**src/rtl/instr_encoder_loader_if.sv**
```systemverilog
// Field-tuple input handshake and IMEM write bus of the instruction encoder/loader.
interface instr_encoder_loader_if #(
  parameter int ADDR_W = 8
);
  // session control
  logic              start;
  logic              finish;
  // field tuple handshake
  logic              in_valid;
  logic              in_ready;
  logic [1:0]        fmt;
  logic [5:0]        opcode;
  logic [4:0]        rs;
  logic [4:0]        rt;
  logic [4:0]        rd;
  logic [4:0]        shiftam;
  logic [5:0]        funct;
  logic [15:0]       constant;
  // IMEM write port and status
  logic              imem_we;
  logic [ADDR_W-1:0] imem_addr;
  logic [31:0]       imem_wdata;
  logic [ADDR_W:0]   word_count;
  logic              full;
  logic              done;
  logic              err;

  // Program source side
  modport master (
    output start, finish, in_valid, fmt, opcode, rs, rt, rd, shiftam, funct, constant,
    input  in_ready, imem_we, imem_addr, imem_wdata, word_count, full, done, err
  );

  // Encoder/loader side
  modport slave (
    input  start, finish, in_valid, fmt, opcode, rs, rt, rd, shiftam, funct, constant,
    output in_ready, imem_we, imem_addr, imem_wdata, word_count, full, done, err
  );
endinterface

```
**src/rtl/instr_encoder_loader.sv**
```systemverilog
// Packs MIPS instruction fields into R/I/J words and writes them sequentially into IMEM
// during a start/finish delimited load session.
module instr_encoder_loader #(
  parameter int ADDR_W    = 8,
  parameter int BASE_ADDR = 0,
  parameter int DEPTH     = 256
) (
  input  logic                    clk,
  input  logic                    rst,
  instr_encoder_loader_if.slave   bus
);

  localparam logic [ADDR_W:0]   DEPTH_C = (ADDR_W+1)'(DEPTH);
  localparam logic [ADDR_W-1:0] BASE_C  = ADDR_W'(BASE_ADDR);

  typedef enum logic [1:0] {
    S_IDLE,
    S_LOAD,
    S_FULL
  } state_t;

  state_t            r_state;
  logic [ADDR_W-1:0] r_ptr;
  logic [ADDR_W:0]   r_count;
  logic              r_we;
  logic [ADDR_W-1:0] r_addr;
  logic [31:0]       r_wdata;
  logic              r_done;
  logic              r_err;

  logic              w_in_ready;
  logic              w_accept;
  logic              w_legal;
  logic [31:0]       w_word;
  logic [ADDR_W:0]   w_count_inc;

  assign w_in_ready  = (r_state == S_LOAD) && (r_count < DEPTH_C);
  assign w_accept    = bus.in_valid && w_in_ready;
  assign w_legal     = (bus.fmt != 2'd3);
  assign w_count_inc = r_count + (ADDR_W+1)'(1);

  // Field packing; I and J share a layout since the J target is {rs,rt,constant}
  always_comb begin
    w_word = '0;
    case (bus.fmt)
      2'd0:    w_word = {bus.opcode, bus.rs, bus.rt, bus.rd, bus.shiftam, bus.funct};
      2'd1,
      2'd2:    w_word = {bus.opcode, bus.rs, bus.rt, bus.constant};
      default: w_word = '0;
    endcase
  end

  // Session FSM with registered write port; a finish on the same edge as an accept
  // takes priority over the move to FULL so the session still closes
  always_ff @(posedge clk or posedge rst) begin
    if (rst) begin
      r_state <= S_IDLE;
      r_ptr   <= BASE_C;
      r_count <= '0;
      r_we    <= 1'b0;
      r_addr  <= BASE_C;
      r_wdata <= '0;
      r_done  <= 1'b0;
      r_err   <= 1'b0;
    end else begin
      r_we   <= 1'b0;
      r_done <= 1'b0;
      case (r_state)
        S_IDLE: begin
          if (bus.start) begin
            r_state <= S_LOAD;
            r_count <= '0;
            r_ptr   <= BASE_C;
            r_err   <= 1'b0;
          end
        end
        S_LOAD: begin
          if (w_accept) begin
            if (w_legal) begin
              r_we    <= 1'b1;
              r_addr  <= r_ptr;
              r_wdata <= w_word;
              r_ptr   <= r_ptr + ADDR_W'(1);
              r_count <= w_count_inc;
              if (w_count_inc == DEPTH_C) begin
                r_state <= S_FULL;
              end
            end else begin
              r_err <= 1'b1;
            end
          end
          if (bus.finish) begin
            r_state <= S_IDLE;
            r_done  <= 1'b1;
          end
        end
        S_FULL: begin
          if (bus.finish) begin
            r_state <= S_IDLE;
            r_done  <= 1'b1;
          end
        end
        default: r_state <= S_IDLE;
      endcase
    end
  end

  assign bus.in_ready   = w_in_ready;
  assign bus.imem_we    = r_we;
  assign bus.imem_addr  = r_addr;
  assign bus.imem_wdata = r_wdata;
  assign bus.word_count = r_count;
  assign bus.full       = (r_state == S_FULL);
  assign bus.done       = r_done;
  assign bus.err        = r_err;

endmodule
```
**src/flat_wrapper.sv**
```systemverilog
// flat-port wrapper written by rule: the top's interface ports become plain ports
module instr_encoder_loader_flat 
#(
  parameter int ADDR_W    = 8,
  parameter int BASE_ADDR = 0,
  parameter int DEPTH     = 256
)
  (clk, rst, bus_start, bus_finish, bus_in_valid, bus_fmt, bus_opcode, bus_rs, bus_rt, bus_rd, bus_shiftam, bus_funct, bus_constant, bus_in_ready, bus_imem_we, bus_imem_addr, bus_imem_wdata, bus_word_count, bus_full, bus_done, bus_err);
  instr_encoder_loader_if #(.ADDR_W(ADDR_W)) bus_i ();
  input  logic clk;
  input  logic rst;
  input wire logic [$bits(bus_i.start)-1:0] bus_start;
  input wire logic [$bits(bus_i.finish)-1:0] bus_finish;
  input wire logic [$bits(bus_i.in_valid)-1:0] bus_in_valid;
  input wire logic [$bits(bus_i.fmt)-1:0] bus_fmt;
  input wire logic [$bits(bus_i.opcode)-1:0] bus_opcode;
  input wire logic [$bits(bus_i.rs)-1:0] bus_rs;
  input wire logic [$bits(bus_i.rt)-1:0] bus_rt;
  input wire logic [$bits(bus_i.rd)-1:0] bus_rd;
  input wire logic [$bits(bus_i.shiftam)-1:0] bus_shiftam;
  input wire logic [$bits(bus_i.funct)-1:0] bus_funct;
  input wire logic [$bits(bus_i.constant)-1:0] bus_constant;
  output wire logic [$bits(bus_i.in_ready)-1:0] bus_in_ready;
  output wire logic [$bits(bus_i.imem_we)-1:0] bus_imem_we;
  output wire logic [$bits(bus_i.imem_addr)-1:0] bus_imem_addr;
  output wire logic [$bits(bus_i.imem_wdata)-1:0] bus_imem_wdata;
  output wire logic [$bits(bus_i.word_count)-1:0] bus_word_count;
  output wire logic [$bits(bus_i.full)-1:0] bus_full;
  output wire logic [$bits(bus_i.done)-1:0] bus_done;
  output wire logic [$bits(bus_i.err)-1:0] bus_err;
  assign bus_i.start = bus_start;
  assign bus_i.finish = bus_finish;
  assign bus_i.in_valid = bus_in_valid;
  assign bus_i.fmt = bus_fmt;
  assign bus_i.opcode = bus_opcode;
  assign bus_i.rs = bus_rs;
  assign bus_i.rt = bus_rt;
  assign bus_i.rd = bus_rd;
  assign bus_i.shiftam = bus_shiftam;
  assign bus_i.funct = bus_funct;
  assign bus_i.constant = bus_constant;
  assign bus_in_ready = bus_i.in_ready;
  assign bus_imem_we = bus_i.imem_we;
  assign bus_imem_addr = bus_i.imem_addr;
  assign bus_imem_wdata = bus_i.imem_wdata;
  assign bus_word_count = bus_i.word_count;
  assign bus_full = bus_i.full;
  assign bus_done = bus_i.done;
  assign bus_err = bus_i.err;
  instr_encoder_loader #(.ADDR_W(ADDR_W), .BASE_ADDR(BASE_ADDR), .DEPTH(DEPTH)) u_core (.clk(clk), .rst(rst), .bus(bus_i));
endmodule
```
**config.mk**
```make
export PLATFORM = sky130hd
export DESIGN_NAME = instr_encoder_loader_flat
export DESIGN_NICKNAME = d
export VERILOG_FILES = /design/src/rtl/instr_encoder_loader_if.sv /design/src/rtl/instr_encoder_loader.sv /design/src/flat_wrapper.sv
export SDC_FILE = /design/constraint.sdc
export NUM_CORES = 1
export LEC_CHECK = 0
export BUFFER_PORTS_ARGS = -buffer_cell sky130_fd_sc_hd__buf_2
export CORE_MARGIN = 3
export CORE_UTILIZATION = 49
export CTS_CLUSTER_DIAMETER = 40
export DETAILED_ROUTE_END_ITERATION = 16
export PLACE_DENSITY = 0.8
export SKIP_CTS_REPAIR_TIMING = 1
export SYNTH_ARGS = -nofsm -noshare
export SYNTH_HDL_FRONTEND = slang
export SYNTH_SLANG_ARGS = --single-unit
```
**constraint.sdc**
```tcl
create_clock -name clk -period 2.25 [get_ports clk]
set_clock_uncertainty 0.15 [all_clocks]
set_input_delay 0.225 -clock clk [delete_from_list [all_inputs] [get_ports clk]]
set_output_delay 0.225 -clock clk [all_outputs]
set_load 0.05 [all_outputs]
```
==> results of run 1 <==
-- state kept, by name, summed over array words and instances, names as in the netlist --
register and flops:
u_core.r_ptr 8, u_core.bus.imem_wdata 32, u_core.bus.word_count 9, u_core.bus.imem_we 1, u_core.bus.imem_addr 8, u_core.bus.err 1
u_core.bus.done 1, u_core.r_state 2
-- routing by layer --
| metal | part of all wire | vias to the layer above | GRT usage |
|---|---|---|---|
| li1 | - | 1309 | - |
| met5 | 0 | - | 0 |
| met2 | 0.48 | 81 | 0.325 |
| met1 | 0.45 | 1243 | 0.267 |
| met4 | 0.0073 | 0 | 0.0743 |
| met3 | 0.057 | 5 | 0.0536 |
-- final cells by class --
type                            count  area [µm²]  area share
Clock buffer                       11         151      0.0385
Clock inverter                      5         105      0.0268
Inverter                            8        31.3     0.00796
Multi-Input combinational cell    226        1240       0.316
Sequential cell                    62        1550       0.395
Tap cell                           72        90.1      0.0229
Timing Repair Buffer              130         756       0.192
-- cells in the mapped netlist, types with 6 or more instances --
master | number | share of area
xnor2_1 | 7 | 0.021
dfrtp_1 | 62 | 0.53
nand3_1 | 23 | 0.040
nand2_1 | 71 | 0.092
a22oi_1 | 16 | 0.041
inv_1 | 7 | 0.0091
o21ai_0 | 17 | 0.029
ha_1 | 8 | 0.035
nor2_1 | 29 | 0.038
a21oi_1 | 22 | 0.038
buf_2 | 6 | 0.010
clkbuf_1 | 9 | 0.012
-- critical path: stages, from the launching register on --
cell and delay [ns]:
dfrtp_1 0.38, inv_1 0.10, ha_1 0.21, nor2b_4 0.21, nand3b_4 0.11, clkinv_2 0.12
and2_1 0.35, nand4_1 0.16, xor2_1 0.15, nor2_1 0.05
-- cell families (layout without fill, tap and decap cells) --
| logic type | Yosys count | count (layout) | synth area share |
|---|---|---|---|
| buffers and inverters | 25 | 154 | 0.0393 |
| adders and majority gates | 8 | 8 | 0.0345 |
| muxes | 1 | 1 | 0.00345 |
| xor gates and xnor gates | 8 | 8 | 0.0242 |
| DFF | 62 | 62 | 0.535 |
| AOI/OAI and AO/OA | 63 | 63 | 0.130 |
| and+or+nand+nor | 146 | 146 | 0.233 |
-- per-stage QoR --
stage                     setup slack, ns  hold WS (ns)   util  instances
after global routing               0.0318       0.00659  0.700        514
after floorplan                     0.121         0.204      -        313
after detailed placement            0.130         0.171  0.627        483
final                               0.149       -0.0239  0.700        514
after global placement              0.212         0.170  0.627        483
after CTS                           0.112        -0.192  0.672        499
-- report_power, final --
group	total, mW	switching [mW]	internal, mW
clock network	1.22	0.427	0.796
logic	2.68	2.05	0.630
registers	1.75	0.244	1.50
-- how the worst max path moves through the flow --
| stage | endpoint |
|---|---|
| 6_report | u_core.r_ptr[4]$_DFFE_PP0P_ |
| 5_1_grt | u_core.r_ptr[4]$_DFFE_PP0P_ |
| 4_1_cts | u_core.r_ptr[7]$_DFFE_PP0P_ |
| 3_5_place_dp | u_core.r_ptr[7]$_DFFE_PP0P_ |
| 3_3_place_gp | u_core.r_ptr[7]$_DFFE_PP0P_ |
| 2_1_floorplan | u_core.r_state[0]$_DFFE_PP0P_ |
==> flow_summary.json, run 1 <==
{
  "outcome": "finished with violations",
  "violations": "negative hold slack",
  "grt_overflow": 0,
  "grt_pass1_wl_mm": 11.5,
  "setup_viol": 0,
  "area.growth.synth_to_final_pct": 35.4,
  "syn_area_um2": 2900,
  "fin_area_um2": 3930,
  "design.core.area_um2": 5610,
  "synth_cells": 313,
  "io_pins": 109,
  "clkTransAtPathRegs_ns": 0.07,
  "syn_area_per_cell_um2": 9.27,
  "io_buffers": 108,
  "synth-edff-count": 0,
  "num_vias": 2638,
  "n_antenna_cell": 0,
  "grt_max_degree": 36,
  "r2r-end": "u_core.r_ptr[4]$_DFFE_PP0P_",
  "h-tree-depth": 3,
  "viasPerCell": 5.13,
  "drive_above_1_share": 0.321,
  "ant_nets": 0,
  "cts_root_buf": "clkbuf_8",
  "regToRegStartpoint": "u_core.r_state[1]$_DFFE_PP0P_",
  "die_w_um": 82.9,
  "track_usage": 0.203,
  "reg2reg_slack_ns": 0.15,
  "n_fill_cell": 455,
  "fin_crit_ns": 2.10,
  "antenna_found_initial": 0,
  "p_leak_nw": 2.08,
  "ys_async_sr_fraction": 1.00,
  "fmax_mhz": 476,
  "final_common_cell": "buf_2",
  "relSlewSlack": 0.606,
  "routed_wirelength_mm": 7.02,
  "crit_path_start": "u_core.r_state[1]$_DFFE_PP0P_",
  "rsz0062_at_grt": "no",
  "min_path_type": "in2reg",
  "arrival_ns": 2.16,
  "hold-path-endpoint": "u_core.bus.imem_wdata[28]$_DFFE_PP0P_",
  "cts_tree": "done",
  "tightestPinTransition_ns": 0.590,
  "hpwl_mm": 5.06,
  "crit_required_ns": 2.31,
  "worstSetupPathType": "reg2reg",
  "rr_worst_depth": 9,
  "die_area_um2": 6880,
  "start_util": 0.517,
  "die_h_um": 82.9,
  "clockBufferDepth": 2,
  "nets": 500,
  "drtIter0Drc": 103,
  "endpoint_kind": "register",
  "p_total_mw": 5.65,
  "ys_types": 41,
  "period_share": 0.934,
  "startpoint_type": "register",
  "min-delay-start": "bus_opcode[2]",
  "ir_drop_mv": 0.955,
  "gp_congestion": 0.865,
  "dpl-instance-area_um2": 3510,
  "cts_sinks": 62,
  "maxCapViolCount": 0,
  "p_per_area_nw_per_um2": 1440,
  "numCtsBuffers": 9,
  "rows": 27,
  "finalHoldViolations": 3,
  "slew_violations": 0,
  "worst-path-max-fanout": 9,
  "dr.pass1.iters": 4,
  "hold_slack_ns": -0.0239,
  "hold_path_depth": 3,
  "drc": 0,
  "final_cell_mix": "108 x buf_2, 71 x nand2_1, 62 x dfrtp_1, 29 x nor2_1, 23 x nand3_1",
  "synthFlopType": "dfrtp_1",
  "synth_seq_cells": 62,
  "clk_latency_ns": 0.33,
  "first_global_vias": 2413,
  "setup_tns_ns": 0,
  "wl_per_cell_um": 13.6,
  "syn-num-nets": 376,
  "ys_warn_count": 0,
  "synth_sequential_area_ratio": 0.535
}
(Power assumes the default switching activity.)
==> inputs of run 2 (changes only) <==
- REMOVE_ABC_BUFFERS: default -> 1
==> run 2 against run 1 <==
Against the previous run:
- the run still ends with negative hold slack left
- count of clock-buffer cells in the layout rose by 1
- sequential share of layout area rose by 1.3 points
- die area did not move
- worst setup slack improved by 0.077 ns
- register-to-register slack improved by 0.08 ns
- core utilization fell by 2.2 points
- final area fell by 3.1%
- first-iteration DRC count rose by 14%
- final cell count fell by 0.97%
- critical path depth fell by 3
- combinational power barely moved
- critical endpoint is now u_core.r_state[0]$_DFFE_PP0P_
==> flow_summary.json, run 2 (same netlist as run 1, synthesis figures left out) <==
{
  "outcome": "finished with violations",
  "violations": "negative hold slack",
  "design.core.area_um2": 5610,
  "h-tree-depth": 3,
  "clkTransAtPathRegs_ns": 0.07,
  "ir_drop_mv": 0.956,
  "rows": 27,
  "fmax_mhz": 494,
  "final_common_cell": "buf_2",
  "io_buffers": 108,
  "final_cell_mix": "108 x buf_2, 71 x nand2_1, 62 x dfrtp_1, 29 x nor2_1, 23 x nand3_1",
  "cts_sinks": 62,
  "period_share": 0.900,
  "clk_latency_ns": 0.33,
  "dpl_worst_slack_ns": 0.101,
  "relSlewSlack": 0.733,
  "die_h_um": 82.9,
  "wl_per_cell_um": 13.9,
  "endpoint_kind": "register",
  "maxCapViolCount": 0,
  "grt_max_degree": 63,
  "area.growth.synth_to_final_pct": 31.2,
  "slew_violations": 0,
  "start_util": 0.517,
  "dr.pass1.iters": 4,
  "antenna_found_initial": 0,
  "hpwl_mm": 4.92,
  "crit_required_ns": 2.35,
  "die_area_um2": 6880,
  "largest_register_ffs": 32,
  "cts_root_buf": "clkbuf_8",
  "viasPerCell": 5.22,
  "fin_crit_ns": 2.02,
  "num_vias": 2655,
  "rsz0062_at_grt": "no",
  "routed_wirelength_mm": 7.08,
  "clockBufferDepth": 2,
  "cp_num_buf_inv": 0,
  "drtIter0Drc": 117,
  "crit_slowest_cell": "dfrtp_1",
  "dpl-instance-area_um2": 3510,
  "regArea_um2": 1550,
  "cp_cell_sequence": "ha_1 > nand3_1 > xnor2_1 > and3_1 > o21ai_1 > mux2i_1",
  "tightestPinTransition_ns": 0.399,
  "worstSetupPathType": "reg2reg",
  "drc": 0,
  "max_stage_delay_ns": 0.50,
  "hold_slack_ns": -0.0330,
  "gp_congestion": 0.921,
  "io_pins": 109,
  "finalHoldViolations": 8,
  "cts_tree": "done",
  "fin_area_um2": 3800,
  "min-delay-start": "bus_opcode[4]",
  "numCtsBuffers": 9,
  "p_total_mw": 5.35,
  "n_fill_cell": 497,
  "track_usage": 0.199,
  "min_path_type": "in2reg",
  "fin_ws_ns": 0.225,
  "p_leak_nw": 2.02,
  "path_delay_family": "flip-flops",
  "worst-path-max-fanout": 8,
  "p_per_area_nw_per_um2": 1410,
  "multi_input_area_um2": 1240,
  "n_antenna_cell": 0,
  "first_global_vias": 2476,
  "grt_pass1_wl_mm": 11.4,
  "crit_path_start": "u_core.bus.word_count[0]$_DFFE_PP0P_",
  "nets": 495,
  "startpoint_type": "register",
  "regToRegStartpoint": "u_core.bus.word_count[0]$_DFFE_PP0P_",
  "ant_nets": 0,
  "die_w_um": 82.9,
  "drive_above_1_share": 0.320,
  "arrival_ns": 2.12,
  "grt_overflow": 0,
  "setup_viol": 0
}
## run 2: worst paths after layout
check / endpoint / slack, ns / cells past startpoint
worst max-delay path: u_core.r_state[0]$_DFFE_PP0P_ / 0.23 / 6
worst min-delay path: u_core.bus.imem_wdata[30]$_DFFE_PP0P_ / -0.03 / 3
worst max register to register: u_core.r_state[0]$_DFFE_PP0P_ / 0.23 / 6
worst min register to register: u_core.bus.imem_wdata[21]$_DFFE_PP0P_ / 0.31 / 2
max in group asynchronous: u_core.bus.err$_DFFE_PP0P_ / 1.32 / 4
min in group asynchronous: u_core.bus.imem_addr[1]$_DFFE_PP0P_ / 0.37 / 4
## run 2: report_power, final
group | switching (mW) | internal [mW] | total, mW
clock | 0.418 | 0.509 | 0.927
sequential | 0.255 | 1.50 | 1.76
combinational | 2.04 | 0.625 | 2.66
## run 2: per-stage QoR
step / util / instances / TNS (ns)
floorplan: - / 296 / -6.64
finish: 0.678 / 509 / 0
detailed placement: 0.627 / 483 / 0
CTS: 0.659 / 499 / 0
global placement: 0.627 / 483 / 0
global route: 0.678 / 509 / 0
## run 2: tightest hold or removal path: cells and delay by family
| kind | cells | cell delay (ns) |
|---|---|---|
| simple gates | 2 | 0.11 |
| buf+inv | 1 | 0.08 |
## run 2: area by class of cell
| cell class | instances | share of cell area |
|---|---|---|
| Clock inverter | 4 | 0.0125 |
| Multi-Input combinational cell | 226 | 0.327 |
| Sequential cell | 62 | 0.408 |
| Timing Repair Buffer | 125 | 0.185 |
| Clock buffer | 12 | 0.0355 |
| Tap cell | 72 | 0.0237 |
| Inverter | 8 | 0.00822 |
## run 2: metal layers
layer | vias up | track usage | part of all wire
met5 | - | 0 | 0
met4 | 0 | 0.0669 | 0.013
met3 | 10 | 0.0427 | 0.071
met2 | 107 | 0.335 | 0.50
met1 | 1237 | 0.255 | 0.41
li1 | 1301 | - | -
==> inputs of run 3 (changes only) <==
- CTS_CLUSTER_SIZE: default -> 10
- PLACE_DENSITY: 0.8 -> default
- PLACE_DENSITY_LB_ADDON: default -> 0.05
==> run 3 against run 2 <==
Against the previous run:
- the run still ends with negative hold slack left
- first-iteration DRC count fell by 28%
- register-to-register slack got worse by 0.08 ns
- clock power rose by 8%
- wire length fell by 1.5%
- sequential power barely moved
- die area did not move
- final area rose by 2.0%
- non-clock buffer count rose by 6
- combinational power barely moved
- global-route usage rose by 0.93 points
- largest cell class unchanged
==> flow_summary.json, run 3 (same netlist as run 1, synthesis figures left out) <==
{
  "start_util": 0.517,
  "drc": 0,
  "cts_root_buf": "clkbuf_8",
  "clockBufferDepth": 2,
  "ant_nets": 0,
  "grt_overflow": 0,
  "power.share.combinational": 0.494,
  "crit_slowest_cell": "dfrtp_1",
  "n_antenna_cell": 0,
  "internal_power_mw": 2.71,
  "cts_sinks": 62,
  "grt_pass1_wl_mm": 11.7,
  "design.core.area_um2": 5610,
  "fin_crit_ns": 2.10,
  "antenna_found_initial": 0,
  "maxCapViolCount": 0,
  "numCtsBuffers": 9,
  "cts_tree": "done",
  "fmax_mhz": 476,
  "arrival_ns": 2.16,
  "rows": 27,
  "drtIter0Drc": 84,
  "final_common_cell": "buf_2",
  "endpoint_kind": "register",
  "relSlewSlack": 0.542,
  "gp_congestion": 0.798,
  "violations": "negative hold slack",
  "num_vias": 2646,
  "worstSetupPathType": "reg2reg",
  "hold_slack_ns": -0.0241,
  "crit_required_ns": 2.31,
  "outcome": "finished with violations",
  "startpoint_type": "register",
  "clk_latency_ns": 0.33,
  "first_global_vias": 2472,
  "die_area_um2": 6880,
  "clkTransAtPathRegs_ns": 0.08,
  "nets": 501,
  "path_delay_family": "compound AO/OA/AOI/OAI gates",
  "area.growth.synth_to_final_pct": 33.9,
  "cp_num_buf_inv": 2,
  "die_w_um": 82.9,
  "pwr-share-seq": 0.322,
  "p_leak_nw": 2.05,
  "p_per_area_nw_per_um2": 1400,
  "h-tree-depth": 3,
  "finalHoldViolations": 2,
  "slew_violations": 0,
  "ir_drop_mv": 1.01,
  "setup_viol": 0,
  "power.share.clock": 0.184,
  "final_cell_mix": "108 x buf_2, 71 x nand2_1, 62 x dfrtp_1, 29 x nor2_1, 23 x nand3_1",
  "rsz0062_at_grt": "no",
  "routed_wirelength_mm": 6.97,
  "io_pins": 109,
  "min_path_type": "in2reg",
  "dr.pass1.iters": 5,
  "wl_per_cell_um": 13.5,
  "track_usage": 0.208,
  "switching_power_mw": 2.72,
  "grt_max_degree": 56,
  "netSwitchingFraction": 0.500,
  "drive_above_1_share": 0.321,
  "cp_cell_sequence": "inv_1 > ha_1 > nor2b_4 > nand3b_4 > buf_4 > o41ai_1 > o21ai_1 > mux2i_1",
  "viasPerCell": 5.14,
  "worst-path-max-fanout": 27,
  "die_h_um": 82.9,
  "tightestPinTransition_ns": 0.686,
  "max_stage_delay_ns": 0.39,
  "finalNonFillerCells": 515,
  "largest_register_ffs": 32,
  "hpwl_mm": 4.87,
  "dp_cells": 483,
  "period_share": 0.934,
  "p_total_mw": 5.43,
  "io_buffers": 108
}
## run 3: power groups by stage
| stage | clock network (mW) | registers, mW | logic, mW |
|---|---|---|---|
| finish | 1.00 | 1.75 | 2.68 |
| detailed placement | 0 | 1.76 | 2.67 |
| floorplan | 0 | 3.00 | 0.723 |
| global route | 1.08 | 1.80 | 2.89 |
| global placement | 0 | 1.76 | 2.64 |
| CTS | 1.02 | 1.75 | 2.68 |
## run 3: metal layers
layer / up-vias / track usage / routed length [µm]
li1: 1307 / - / -
met5: - / 0 / 0
met1: 1241 / 0.276 / 3040
met4: 0 / 0.0639 / 102
met2: 89 / 0.332 / 3350
met3: 9 / 0.0605 / 481
## run 3: through the flow
step	cell area [µm²]	setup WS (ns)	hold WS, ns	util	setup TNS (ns)
final	3880	0.149	-0.0241	0.692	0
after global routing	3880	0.0150	0.00217	0.692	0
after CTS	3720	0.147	-0.135	0.664	0
after detailed placement	3510	0.162	0.228	0.627	0
after global placement	3510	0.241	0.226	0.627	0
after floorplan	2820	-0.543	0.204	-	-6.64
## run 3: area by class of cell
cell class	instances	area [µm²]
Clock buffer	11	151
Clock inverter	5	57.6
Fill cell	481	1730
Inverter	8	31.3
Multi-Input combinational cell	226	1230
Sequential cell	62	1550
Tap cell	72	90.1
Timing Repair Buffer	131	766
## run 3: path summary, 6_finish.rpt
path	startpoint	endpoint	slack [ns]	cells past startpoint
setup / recovery	u_core.r_state[1]$_DFFE_PP0P_	u_core.r_state[0]$_DFFE_PP0P_	0.15	8
hold / removal	bus_opcode[1]	u_core.bus.imem_wdata[27]$_DFFE_PP0P_	-0.02	3
setup reg to reg	u_core.r_state[1]$_DFFE_PP0P_	u_core.r_state[0]$_DFFE_PP0P_	0.15	8
hold reg to reg	u_core.bus.imem_wdata[19]$_DFFE_PP0P_	u_core.bus.imem_wdata[19]$_DFFE_PP0P_	0.31	2
max in group asynchronous	rst	u_core.bus.imem_wdata[4]$_DFFE_PP0P_	0.87	4
min in group asynchronous	rst	u_core.bus.imem_wdata[17]$_DFFE_PP0P_	0.40	3
## run 3: worst register-to-register path, stage by stage, from the launching register on
cell      delay (ns)
dfrtp_1         0.39
inv_1           0.10
ha_1            0.20
nor2b_4         0.21
nand3b_4        0.09
buf_4           0.23
o41ai_1         0.36
o21ai_1         0.13
mux2i_1         0.13
